**src/rtl/cache_flush_engine_pkg.sv**
```systemverilog
// -----------------------------------------------------------------------------
// cache_flush_engine_pkg
// Shared definitions for the cache flush engine: flag bit positions stored
// alongside each tag, and the flush sequencer state encoding.
// -----------------------------------------------------------------------------
package cache_flush_engine_pkg;

    localparam int FLAG_VALID = 0;
    localparam int FLAG_DIRTY = 1;

    typedef enum logic [2:0] {
        IDLE,
        RD,
        CHK,
        WB_REQ,
        WB_RESP,
        INV,
        NEXT,
        DONE
    } flush_state_e;

endpackage

```
**src/rtl/cache_flush_engine_if.sv**
```systemverilog
// -----------------------------------------------------------------------------
// cache_flush_engine_if
// Bundles the three buses around the flush engine:
//   flush command : i_flush_valid/all/addr -> o_flush_ready/end/err
//   line memory   : o_mem_addr/wstrb/wdata/wflags -> i_mem_raddr/rdata/rflags/hit
//   writeback bus : o_req_valid/addr/data <- i_req_ready, i_resp_valid/err
// Signal names carry the engine's point of view. The master modport is the
// engine; the slave modport is the cache controller, memory and bus side.
// -----------------------------------------------------------------------------
interface cache_flush_engine_if #(
    parameter int abus   = 64,
    parameter int lnbits = 5,
    parameter int flbits = 4
);
    localparam int L = 8 * (2 ** lnbits);

    logic                 i_flush_valid;
    logic                 i_flush_all;
    logic [abus-1:0]      i_flush_addr;
    logic                 o_flush_ready;
    logic                 o_flush_end;
    logic                 o_flush_err;

    logic [abus-1:0]      o_mem_addr;
    logic [2**lnbits-1:0] o_mem_wstrb;
    logic [L-1:0]         o_mem_wdata;
    logic [flbits-1:0]    o_mem_wflags;
    logic [abus-1:0]      i_mem_raddr;
    logic [L-1:0]         i_mem_rdata;
    logic [flbits-1:0]    i_mem_rflags;
    logic                 i_mem_hit;

    logic                 o_req_valid;
    logic                 i_req_ready;
    logic [abus-1:0]      o_req_addr;
    logic [L-1:0]         o_req_data;
    logic                 i_resp_valid;
    logic                 i_resp_err;

    modport master (
        input  i_flush_valid, i_flush_all, i_flush_addr,
        output o_flush_ready, o_flush_end, o_flush_err,
        output o_mem_addr, o_mem_wstrb, o_mem_wdata, o_mem_wflags,
        input  i_mem_raddr, i_mem_rdata, i_mem_rflags, i_mem_hit,
        output o_req_valid, o_req_addr, o_req_data,
        input  i_req_ready, i_resp_valid, i_resp_err
    );

    modport slave (
        output i_flush_valid, i_flush_all, i_flush_addr,
        input  o_flush_ready, o_flush_end, o_flush_err,
        input  o_mem_addr, o_mem_wstrb, o_mem_wdata, o_mem_wflags,
        output i_mem_raddr, i_mem_rdata, i_mem_rflags, i_mem_hit,
        input  o_req_valid, o_req_addr, o_req_data,
        output i_req_ready, i_resp_valid, i_resp_err
    );

endinterface

```
**src/rtl/cache_flush_engine.sv**
```systemverilog
// -----------------------------------------------------------------------------
// cache_flush_engine
// Walks one cache line (single-address flush) or every line index (flush-all),
// writes each valid+dirty line back over the bus, then invalidates it with a
// tag write. A bus error on a writeback leaves that line in place and sets a
// sticky error flag that clears on the next accepted command.
//
// Ports:
//   i_clk   : clock
//   i_nrst  : asynchronous active-low reset
//   bus     : cache_flush_engine_if.master (command, line memory, writeback bus)
//
// state   | meaning
// --------+------------------------------------------------------------------
// IDLE    | ready for a command
// RD      | present tag/index to the line memory
// CHK     | memory outputs valid; decide writeback / invalidate / skip
// WB_REQ  | writeback request held on the bus until accepted
// WB_RESP | waiting for the writeback response
// INV     | one-cycle tag write clearing the line flags
// NEXT    | advance index (flush-all) or finish
// DONE    | one-cycle completion pulse
// -----------------------------------------------------------------------------
module cache_flush_engine
    import cache_flush_engine_pkg::*;
#(
    parameter int async_reset = 1,
    parameter int abus        = 64,
    parameter int ibits       = 6,
    parameter int lnbits      = 5,
    parameter int flbits      = 4
) (
    input  logic                i_clk,
    input  logic                i_nrst,
    cache_flush_engine_if.master bus
);

    localparam int L  = 8 * (2 ** lnbits);
    localparam int TW = abus - ibits - lnbits;

    flush_state_e   r_state, w_state_nxt;
    logic           r_all, w_all_nxt;
    logic [TW-1:0]  r_tag, w_tag_nxt;
    logic [ibits-1:0] r_idx, w_idx_nxt;
    logic [abus-1:0] r_line_addr, w_line_addr_nxt;
    logic [L-1:0]   r_line_data, w_line_data_nxt;
    logic           r_err, w_err_nxt;

    logic           w_sel;
    logic           w_arst_n;
    logic           w_srst_n;
    logic           w_unused;

    // The block is built for async reset; the synchronous path only exists so
    // that a zero setting still yields a working (sync-reset) register set.
    assign w_arst_n = (async_reset != 0) ? i_nrst : 1'b1;
    assign w_srst_n = (async_reset != 0) ? 1'b1 : i_nrst;

    // Flush-all ignores the tag compare and takes any valid line.
    assign w_sel = r_all ? bus.i_mem_rflags[FLAG_VALID] : bus.i_mem_hit;

    // Index and offset bits of the returned address are replaced locally.
    assign w_unused = ^{bus.i_mem_raddr[ibits+lnbits-1:0], bus.i_mem_rflags};

    assign bus.o_flush_err = r_err;
    assign bus.o_req_addr  = r_line_addr;
    assign bus.o_req_data  = r_line_data;

    always_ff @(posedge i_clk or negedge w_arst_n) begin
        if (!w_arst_n) begin
            r_state     <= IDLE;
            r_all       <= 1'b0;
            r_tag       <= '0;
            r_idx       <= '0;
            r_line_addr <= '0;
            r_line_data <= '0;
            r_err       <= 1'b0;
        end else begin
            r_state     <= w_state_nxt;
            r_all       <= w_all_nxt;
            r_tag       <= w_tag_nxt;
            r_idx       <= w_idx_nxt;
            r_line_addr <= w_line_addr_nxt;
            r_line_data <= w_line_data_nxt;
            r_err       <= w_err_nxt;
        end
    end

    always_comb begin
        w_state_nxt     = r_state;
        w_all_nxt       = r_all;
        w_tag_nxt       = r_tag;
        w_idx_nxt       = r_idx;
        w_line_addr_nxt = r_line_addr;
        w_line_data_nxt = r_line_data;
        w_err_nxt       = r_err;

        bus.o_flush_ready = 1'b0;
        bus.o_flush_end   = 1'b0;
        bus.o_mem_addr    = '0;
        bus.o_mem_wstrb   = '0;
        bus.o_mem_wdata   = '0;
        bus.o_mem_wflags  = '0;
        bus.o_req_valid   = 1'b0;

        case (r_state)
            IDLE: begin
                bus.o_flush_ready = 1'b1;
                if (bus.i_flush_valid) begin
                    w_all_nxt   = bus.i_flush_all;
                    w_tag_nxt   = bus.i_flush_addr[abus-1:ibits+lnbits];
                    w_idx_nxt   = bus.i_flush_all ? '0
                                : bus.i_flush_addr[ibits+lnbits-1:lnbits];
                    w_err_nxt   = 1'b0;
                    w_state_nxt = RD;
                end
            end
            RD: begin
                bus.o_mem_addr = {r_tag, r_idx, {lnbits{1'b0}}};
                w_state_nxt    = CHK;
            end
            CHK: begin
                if (w_sel) begin
                    // Line address is kept for the invalidate even on clean lines.
                    w_line_addr_nxt = {bus.i_mem_raddr[abus-1:ibits+lnbits], r_idx,
                                       {lnbits{1'b0}}};
                    if (bus.i_mem_rflags[FLAG_DIRTY]) begin
                        w_line_data_nxt = bus.i_mem_rdata;
                        w_state_nxt     = WB_REQ;
                    end else begin
                        w_state_nxt = INV;
                    end
                end else begin
                    w_state_nxt = NEXT;
                end
            end
            WB_REQ: begin
                bus.o_req_valid = 1'b1;
                if (bus.i_req_ready) begin
                    w_state_nxt = WB_RESP;
                end
            end
            WB_RESP: begin
                if (bus.i_resp_valid) begin
                    if (bus.i_resp_err) begin
                        // Keep the line: its data never reached memory.
                        w_err_nxt   = 1'b1;
                        w_state_nxt = NEXT;
                    end else begin
                        w_state_nxt = INV;
                    end
                end
            end
            INV: begin
                bus.o_mem_addr  = r_line_addr;
                bus.o_mem_wstrb = '1;
                w_state_nxt     = NEXT;
            end
            NEXT: begin
                if (!r_all || (r_idx == '1)) begin
                    w_state_nxt = DONE;
                end else begin
                    w_idx_nxt   = r_idx + ibits'(1);
                    w_state_nxt = RD;
                end
            end
            DONE: begin
                bus.o_flush_end = 1'b1;
                w_state_nxt     = IDLE;
            end
            default: begin
                w_state_nxt = IDLE;
            end
        endcase

        if (!w_srst_n) begin
            w_state_nxt     = IDLE;
            w_all_nxt       = 1'b0;
            w_tag_nxt       = '0;
            w_idx_nxt       = '0;
            w_line_addr_nxt = '0;
            w_line_data_nxt = '0;
            w_err_nxt       = 1'b0;
        end
    end

endmodule

```
**src/flat_wrapper.sv**
```systemverilog
// flat-port wrapper written by rule: the top's interface ports become plain ports
module cache_flush_engine_flat import cache_flush_engine_pkg::*;
#(
    parameter int async_reset = 1,
    parameter int abus        = 64,
    parameter int ibits       = 6,
    parameter int lnbits      = 5,
    parameter int flbits      = 4
)
  (i_clk, i_nrst, bus_i_flush_valid, bus_i_flush_all, bus_i_flush_addr, bus_o_flush_ready, bus_o_flush_end, bus_o_flush_err, bus_o_mem_addr, bus_o_mem_wstrb, bus_o_mem_wdata, bus_o_mem_wflags, bus_i_mem_raddr, bus_i_mem_rdata, bus_i_mem_rflags, bus_i_mem_hit, bus_o_req_valid, bus_o_req_addr, bus_o_req_data, bus_i_req_ready, bus_i_resp_valid, bus_i_resp_err);
  cache_flush_engine_if #(.abus(abus), .lnbits(lnbits), .flbits(flbits)) bus_i ();
  input  logic i_clk;
  input  logic i_nrst;
  input wire logic [$bits(bus_i.i_flush_valid)-1:0] bus_i_flush_valid;
  input wire logic [$bits(bus_i.i_flush_all)-1:0] bus_i_flush_all;
  input wire logic [$bits(bus_i.i_flush_addr)-1:0] bus_i_flush_addr;
  output wire logic [$bits(bus_i.o_flush_ready)-1:0] bus_o_flush_ready;
  output wire logic [$bits(bus_i.o_flush_end)-1:0] bus_o_flush_end;
  output wire logic [$bits(bus_i.o_flush_err)-1:0] bus_o_flush_err;
  output wire logic [$bits(bus_i.o_mem_addr)-1:0] bus_o_mem_addr;
  output wire logic [$bits(bus_i.o_mem_wstrb)-1:0] bus_o_mem_wstrb;
  output wire logic [$bits(bus_i.o_mem_wdata)-1:0] bus_o_mem_wdata;
  output wire logic [$bits(bus_i.o_mem_wflags)-1:0] bus_o_mem_wflags;
  input wire logic [$bits(bus_i.i_mem_raddr)-1:0] bus_i_mem_raddr;
  input wire logic [$bits(bus_i.i_mem_rdata)-1:0] bus_i_mem_rdata;
  input wire logic [$bits(bus_i.i_mem_rflags)-1:0] bus_i_mem_rflags;
  input wire logic [$bits(bus_i.i_mem_hit)-1:0] bus_i_mem_hit;
  output wire logic [$bits(bus_i.o_req_valid)-1:0] bus_o_req_valid;
  output wire logic [$bits(bus_i.o_req_addr)-1:0] bus_o_req_addr;
  output wire logic [$bits(bus_i.o_req_data)-1:0] bus_o_req_data;
  input wire logic [$bits(bus_i.i_req_ready)-1:0] bus_i_req_ready;
  input wire logic [$bits(bus_i.i_resp_valid)-1:0] bus_i_resp_valid;
  input wire logic [$bits(bus_i.i_resp_err)-1:0] bus_i_resp_err;
  assign bus_i.i_flush_valid = bus_i_flush_valid;
  assign bus_i.i_flush_all = bus_i_flush_all;
  assign bus_i.i_flush_addr = bus_i_flush_addr;
  assign bus_o_flush_ready = bus_i.o_flush_ready;
  assign bus_o_flush_end = bus_i.o_flush_end;
  assign bus_o_flush_err = bus_i.o_flush_err;
  assign bus_o_mem_addr = bus_i.o_mem_addr;
  assign bus_o_mem_wstrb = bus_i.o_mem_wstrb;
  assign bus_o_mem_wdata = bus_i.o_mem_wdata;
  assign bus_o_mem_wflags = bus_i.o_mem_wflags;
  assign bus_i.i_mem_raddr = bus_i_mem_raddr;
  assign bus_i.i_mem_rdata = bus_i_mem_rdata;
  assign bus_i.i_mem_rflags = bus_i_mem_rflags;
  assign bus_i.i_mem_hit = bus_i_mem_hit;
  assign bus_o_req_valid = bus_i.o_req_valid;
  assign bus_o_req_addr = bus_i.o_req_addr;
  assign bus_o_req_data = bus_i.o_req_data;
  assign bus_i.i_req_ready = bus_i_req_ready;
  assign bus_i.i_resp_valid = bus_i_resp_valid;
  assign bus_i.i_resp_err = bus_i_resp_err;
  cache_flush_engine #(.async_reset(async_reset), .abus(abus), .ibits(ibits), .lnbits(lnbits), .flbits(flbits)) u_core (.i_clk(i_clk), .i_nrst(i_nrst), .bus(bus_i));
endmodule
```
**config.mk**
```make
export PLATFORM = sky130hd
export DESIGN_NAME = cache_flush_engine_flat
export DESIGN_NICKNAME = d
export VERILOG_FILES = /design/src/rtl/cache_flush_engine_pkg.sv /design/src/rtl/cache_flush_engine_if.sv /design/src/rtl/cache_flush_engine.sv /design/src/flat_wrapper.sv
export SDC_FILE = /design/constraint.sdc
export NUM_CORES = 1
export LEC_CHECK = 0
export BUFFER_PORTS_ARGS = -buffer_cell sky130_fd_sc_hd__buf_2
export CAP_MARGIN = 40
export CORE_AREA = 5 5 422 424
export DETAILED_ROUTE_END_ITERATION = 10
export DIE_AREA = 0 0 427 429
export GPL_ROUTABILITY_DRIVEN = 0
export PLACE_DENSITY = 0.3
export REMOVE_ABC_BUFFERS = 1
export SYNTH_ARGS = -nofsm -noshare
export SYNTH_HDL_FRONTEND = slang
export SYNTH_SLANG_ARGS = --single-unit
```
**constraint.sdc**
```tcl
create_clock -name i_clk -period 2.7 [get_ports i_clk]
set_clock_uncertainty 0.05 [all_clocks]
set_input_delay 0.54 -clock i_clk [delete_from_list [all_inputs] [get_ports i_clk]]
set_output_delay 0.54 -clock i_clk [all_outputs]
set_load 0.02 [all_outputs]
```
# Word level (Yosys, flattened, before mapping)
# Index checks and enable logic that the tools add are counted.
# W data, S select, Z words.
# totals
reg_bits	379
latchBits	0
ramBits	0
romBits	0
in_bits	396
output_inout_bits	680
elab_cells	54
mem_count	0
# classes
add_sub_neg	1
mul	0
div	0
order_cmp	0
n_eq_ne	13
n_shift	0
mux	22
bitwise_logic	0
n_reduce_logical	11
# op_table
operator	count
$pmux W64 S2	1
$mux W32	1
$pmux W3 S8	1
$mux W3	6
$mux W6	3
$eq A3 B3 Y1 const B	4
$pmux W6 S2	1
$ne A2 B2 Y1 const B	5
$reduce_and A3 Y1	3
$mux W1	7
$add A6 B1 Y6 const B	1
$eq A3 B2 Y1 const B	2
$eq A6 B6 Y1 const B	1
$reduce_and A2 Y1	2
$reduce_and A4 Y1	1
$reduce_bool A2 Y1	2
$eq A3 B1 Y1 const B	1
$logic_not A3 Y1	1
$mux W2	1
$pmux W1 S2	1
$logic_not A1 Y1	1
$logic_or A1 B1 Y1	1

# Longest topological paths before layout
# depth
word_depth	4
mapped_depth	7
depth_no_buf	5

# Worst setup path before layout
# No wires, ideal clock.
# synth_path
kind	register -> output
from	reg u_core.r_state[0]
to	out bus_o_mem_addr[29]
arrival_ns	1.748
required_ns	2.110
path_slack_ns	0.362
path_stages_with_launch	6
path_buffers	2
path_cell_list	dfrtp_1 > buf_4 > inv_2 > nor3b_2 > buf_2 > a22o_1
# synth_between
elab_chain_len	2
word_cells_on_any_way	3
classes_between	eq/ne: 2; mux: 1
# synth_rtl
element	line_no	rtl
start: declaration	cache_flush_engine.sv:41	flush_state_e r_state, w_state_nxt;
start signal: assignment	cache_flush_engine.sv:79	r_state <= w_state_nxt;
$eq A3 B3 Y1 or $eq A3 B1 Y1 (tied branches)	cache_flush_engine.sv:106	case (r_state)
$pmux W64 S2 *	cache_flush_engine.sv:106	
end: declaration	flat_wrapper.sv:20	output wire logic [$bits(bus_i.o_mem_addr)-1:0] bus_o_mem_addr;
# Mark *: on every way between the ends. The rest lies on a longest branch, timed or not.

# Worst setup path in the final report
# layout_path
from	reg u_core.r_state[2]
to	out bus_o_mem_addr[39]
# Same word-level chain as after synthesis.

==> out/metrics.yaml <==
status: "finished, final reports clean"
cts_tree: "yes"
start_util_pct: 10.6
met1_usage_pct: 8.27
seq_area_um2: 9490
viasPerCell: 2.71
clk_pin_slew_ns: 0.06
htree_levels: 2
die_h_um: 429
antenna_found_initial: 9
vias: 12400
worst_pin_slew_ns: 0.715
wl_per_cell_um: 15.7
fin_crit_sh_pct: 98.9
coreArea_um2: 173000
instances_no_fill: 4576
gr-total-overflow: 0
syn_avg_cell_area_um2: 13.5
endpoint_kind: "output pin"
io_pins: 1076
r2r_cells: 7
worstPathMaxFanout: 11
slew_headroom_pct: 52.3
ys_seq_area_share_pct: 51.7
hpwl_mm: 55.6
grt_use_met3_pct: 2.52
grt.met2_usage_pct: 13.4
rows: 153
max_freq_mhz: 374
fin_nets: 2606
worstPathRequired_ns: 2.11
synth.cell_area_um2: 18300
clk_latency_ns: 0.60
setup_ws_ns: 0.0290
yosys_warnings: 0
multi_input_area_um2: 7150
crit_path_cell_trace: "nor3b_4 -> buf_4 -> buf_12 -> buf_16 -> a22o_1 -> buf_6"
drv_slew: 0
grt.total_usage_pct: 7.40
drtAntennaViolNets: 0
power.density_nw_per_um2: 1200
ys_ff_latch: 379
synth_edf_count: 0
synth_top_area_share_pct: 51.7
portBuffers: 787
grt_pass1_vias: 13500
num-fill-cells: 19600
busiest_layer: "met2"
setup_tns_ns: 0
drt-pass1-iter-count: 4
die-area_um2: 183000
setup_viol: 0
drtIter0Drc: 351
leakagePower_nw: 13.8
cpPeakStageDelay_ns: 0.44
finalHoldViolations: 0
layout-drive-gt1-share_pct: 56.8
yosysTopAreaCell: "dfrtp_1"
r2r_slack_ns: 0.54
critPathKind: "reg -> out"
synthArstFlopShare_pct: 100
synthFlopType: "dfrtp_1"
max_cap_viol_count: 0
synth_cells: 1354
post-route-min-period_ns: 2.67
total_power_mw: 32.1
clockRootBuffer: "clkbuf_16"
cp_slowest_cell: "dfrtp_2"
cts_buffers: 50
peakVddDrop_uv: 466
cp-start-kind: "flip-flop"
min_path_cells: 3
die_x_um: 427
final_core_util_pct: 15.4
synth_area_leaders: "dfrtp_1 (52%), mux2_4 (20%), buf_4 (12%)"
grt_max_degree: 63
finalWirelength_mm: 71.8
rsz0062_at_grt: "yes"
clkSinkCount: 379
drc_errors: 0
grt_pass1_wl_mm: 100
dpl.cell_count: 4437
clockBufferDepth: 3
syn2layout_area_growth_pct: 45.8
hold_class: "in -> reg"
worstPathArrival_ns: 2.08
synthDistinctLibCells: 48
dp_slack_ns: 0.345
-- placed cells by master, fill, tap and decap left out, types with 2 or more instances in the layout --
cell type,count
mux2_4,241
dfrtp_2,2
nand3_1,2
a31oi_1,5
o22a_1,2
a22o_1,57
and3_1,3
buf_2,744
mux2_2,76
buf_4,54
clkbuf_1,18
bufinv_16,3
o21ai_0,4
nand3b_1,2
buf_12,20
diode_2,4
nand2_1,167
clkinv_2,4
clkbuf_8,12
a21oi_1,10
nor2_1,5
dfrtp_1,377
conb_1,270
o2bb2ai_1,2
dlygate4sd3_1,26
buf_8,6
buf_6,43
inv_1,3
clkbuf_16,52
buf_16,4
a22o_4,2
-- synthesized netlist by cell type, drive strengths merged, types with 4 or more instances --
cell / instances
clkbuf: 17
inv: 4
a31oi: 5
a21oi: 10
mux2: 317
buf: 348
nor2: 7
o21ai: 4
a22o: 59
nand2: 167
dfrtp: 379
-- final timing paths --
kind,startpoint,to
min reg2reg,u_core.r_tag[2]$_DFFE_PN0P_,u_core.r_tag[2]$_DFFE_PN0P_
min,bus_i_flush_addr[31],u_core.r_tag[20]$_DFFE_PN0P_
min in group asynchronous,i_nrst,u_core.bus.o_req_data[238]$_DFFE_PN0P_
max in group asynchronous,i_nrst,u_core.bus.o_req_data[170]$_DFFE_PN0P_
max,u_core.r_state[2]$_DFFE_PN0P_,bus_o_mem_addr[39]
max reg2reg,u_core.r_state[0]$_DFFE_PN0P_,u_core.bus.o_req_data[11]$_DFFE_PN0P_
-- report_power, final --
| group | internal, mW | leakage [nW] | total [mW] | switching [mW] |
|---|---|---|---|---|
| clock network | 4.07 | 0.799 | 6.77 | 2.70 |
| logic | 6.66 | 8.42 | 14.9 | 8.25 |
| registers | 8.51 | 4.62 | 10.4 | 1.86 |
| total | 19.2 | 13.8 | 32.1 | 12.8 |
-- routing by layer --
metal,up-vias,share of wire (%)
met1,6132,38
met2,444,52
li1,5747,-
met5,-,0.096
met3,79,7.7
met4,10,2.1
-- cell type report --
| type | instances | area share [%] |
|---|---|---|
| Sequential cell | 379 | 35.5 |
| Timing Repair Buffer | 899 | 20.7 |
| Clock buffer | 81 | 5.64 |
| Clock inverter | 9 | 0.473 |
| Tap cell | 2325 | 10.9 |
| Antenna cell | 4 | 0.0374 |
| Multi-Input combinational cell | 875 | 26.7 |
| Inverter | 4 | 0.0655 |
-- flip-flops by register name, summed over array words and instances, names as in the netlist --
register                count
u_core.r_tag               53
u_core.bus.o_flush_err      1
u_core.bus.o_req_data     256
u_core.r_state              3
u_core.r_idx                6
u_core.bus.o_req_addr      59
u_core.r_all                1
-- through the flow --
| step | hold WS [ns] | area, um2 |
|---|---|---|
| finish | 0.0841 | 26700 |
| CTS | 0.00112 | 26500 |
| floorplan | 0.194 | 16600 |
| global route | 0.0188 | 26700 |
| global placement | 0.414 | 24200 |
| detailed placement | 0.417 | 24200 |
-- logic make-up (layout without fill, tap and decap cells) --
logic type                 count (synthesis)  after routing  synth area share [%]
AOI/OAI and AO/OA                         94             94                  4.17
adders and majority gates                  1              1                0.0682
buffers and inverters                    369            993                  15.0
DFF                                      379            379                  51.7
muxes                                    318            318                  24.5
other                                      1            274                0.0204
and+or+nand+nor                          192            192                  4.58
-- critical path, delay by kind of cell (launching register included) --
| family | cells | cell delay, ns |
|---|---|---|
| buf+inv | 4 | 0.59 |
| flops | 1 | 0.44 |
| compound gates | 1 | 0.25 |
| simple gates | 1 | 0.17 |
-- timing repair --
action / 4_1_cts / 5_1_grt
hold endpoints to repair: 66 / 0
resized for setup: 63 / 45
gates cloned: 3 / 1
buffers inserted: 7 / 8
pin swaps: 2 / 11
hold buffers: 26 / 0
endpoints found under the setup margin: 90 / 67
(Power assumes the default switching activity.)
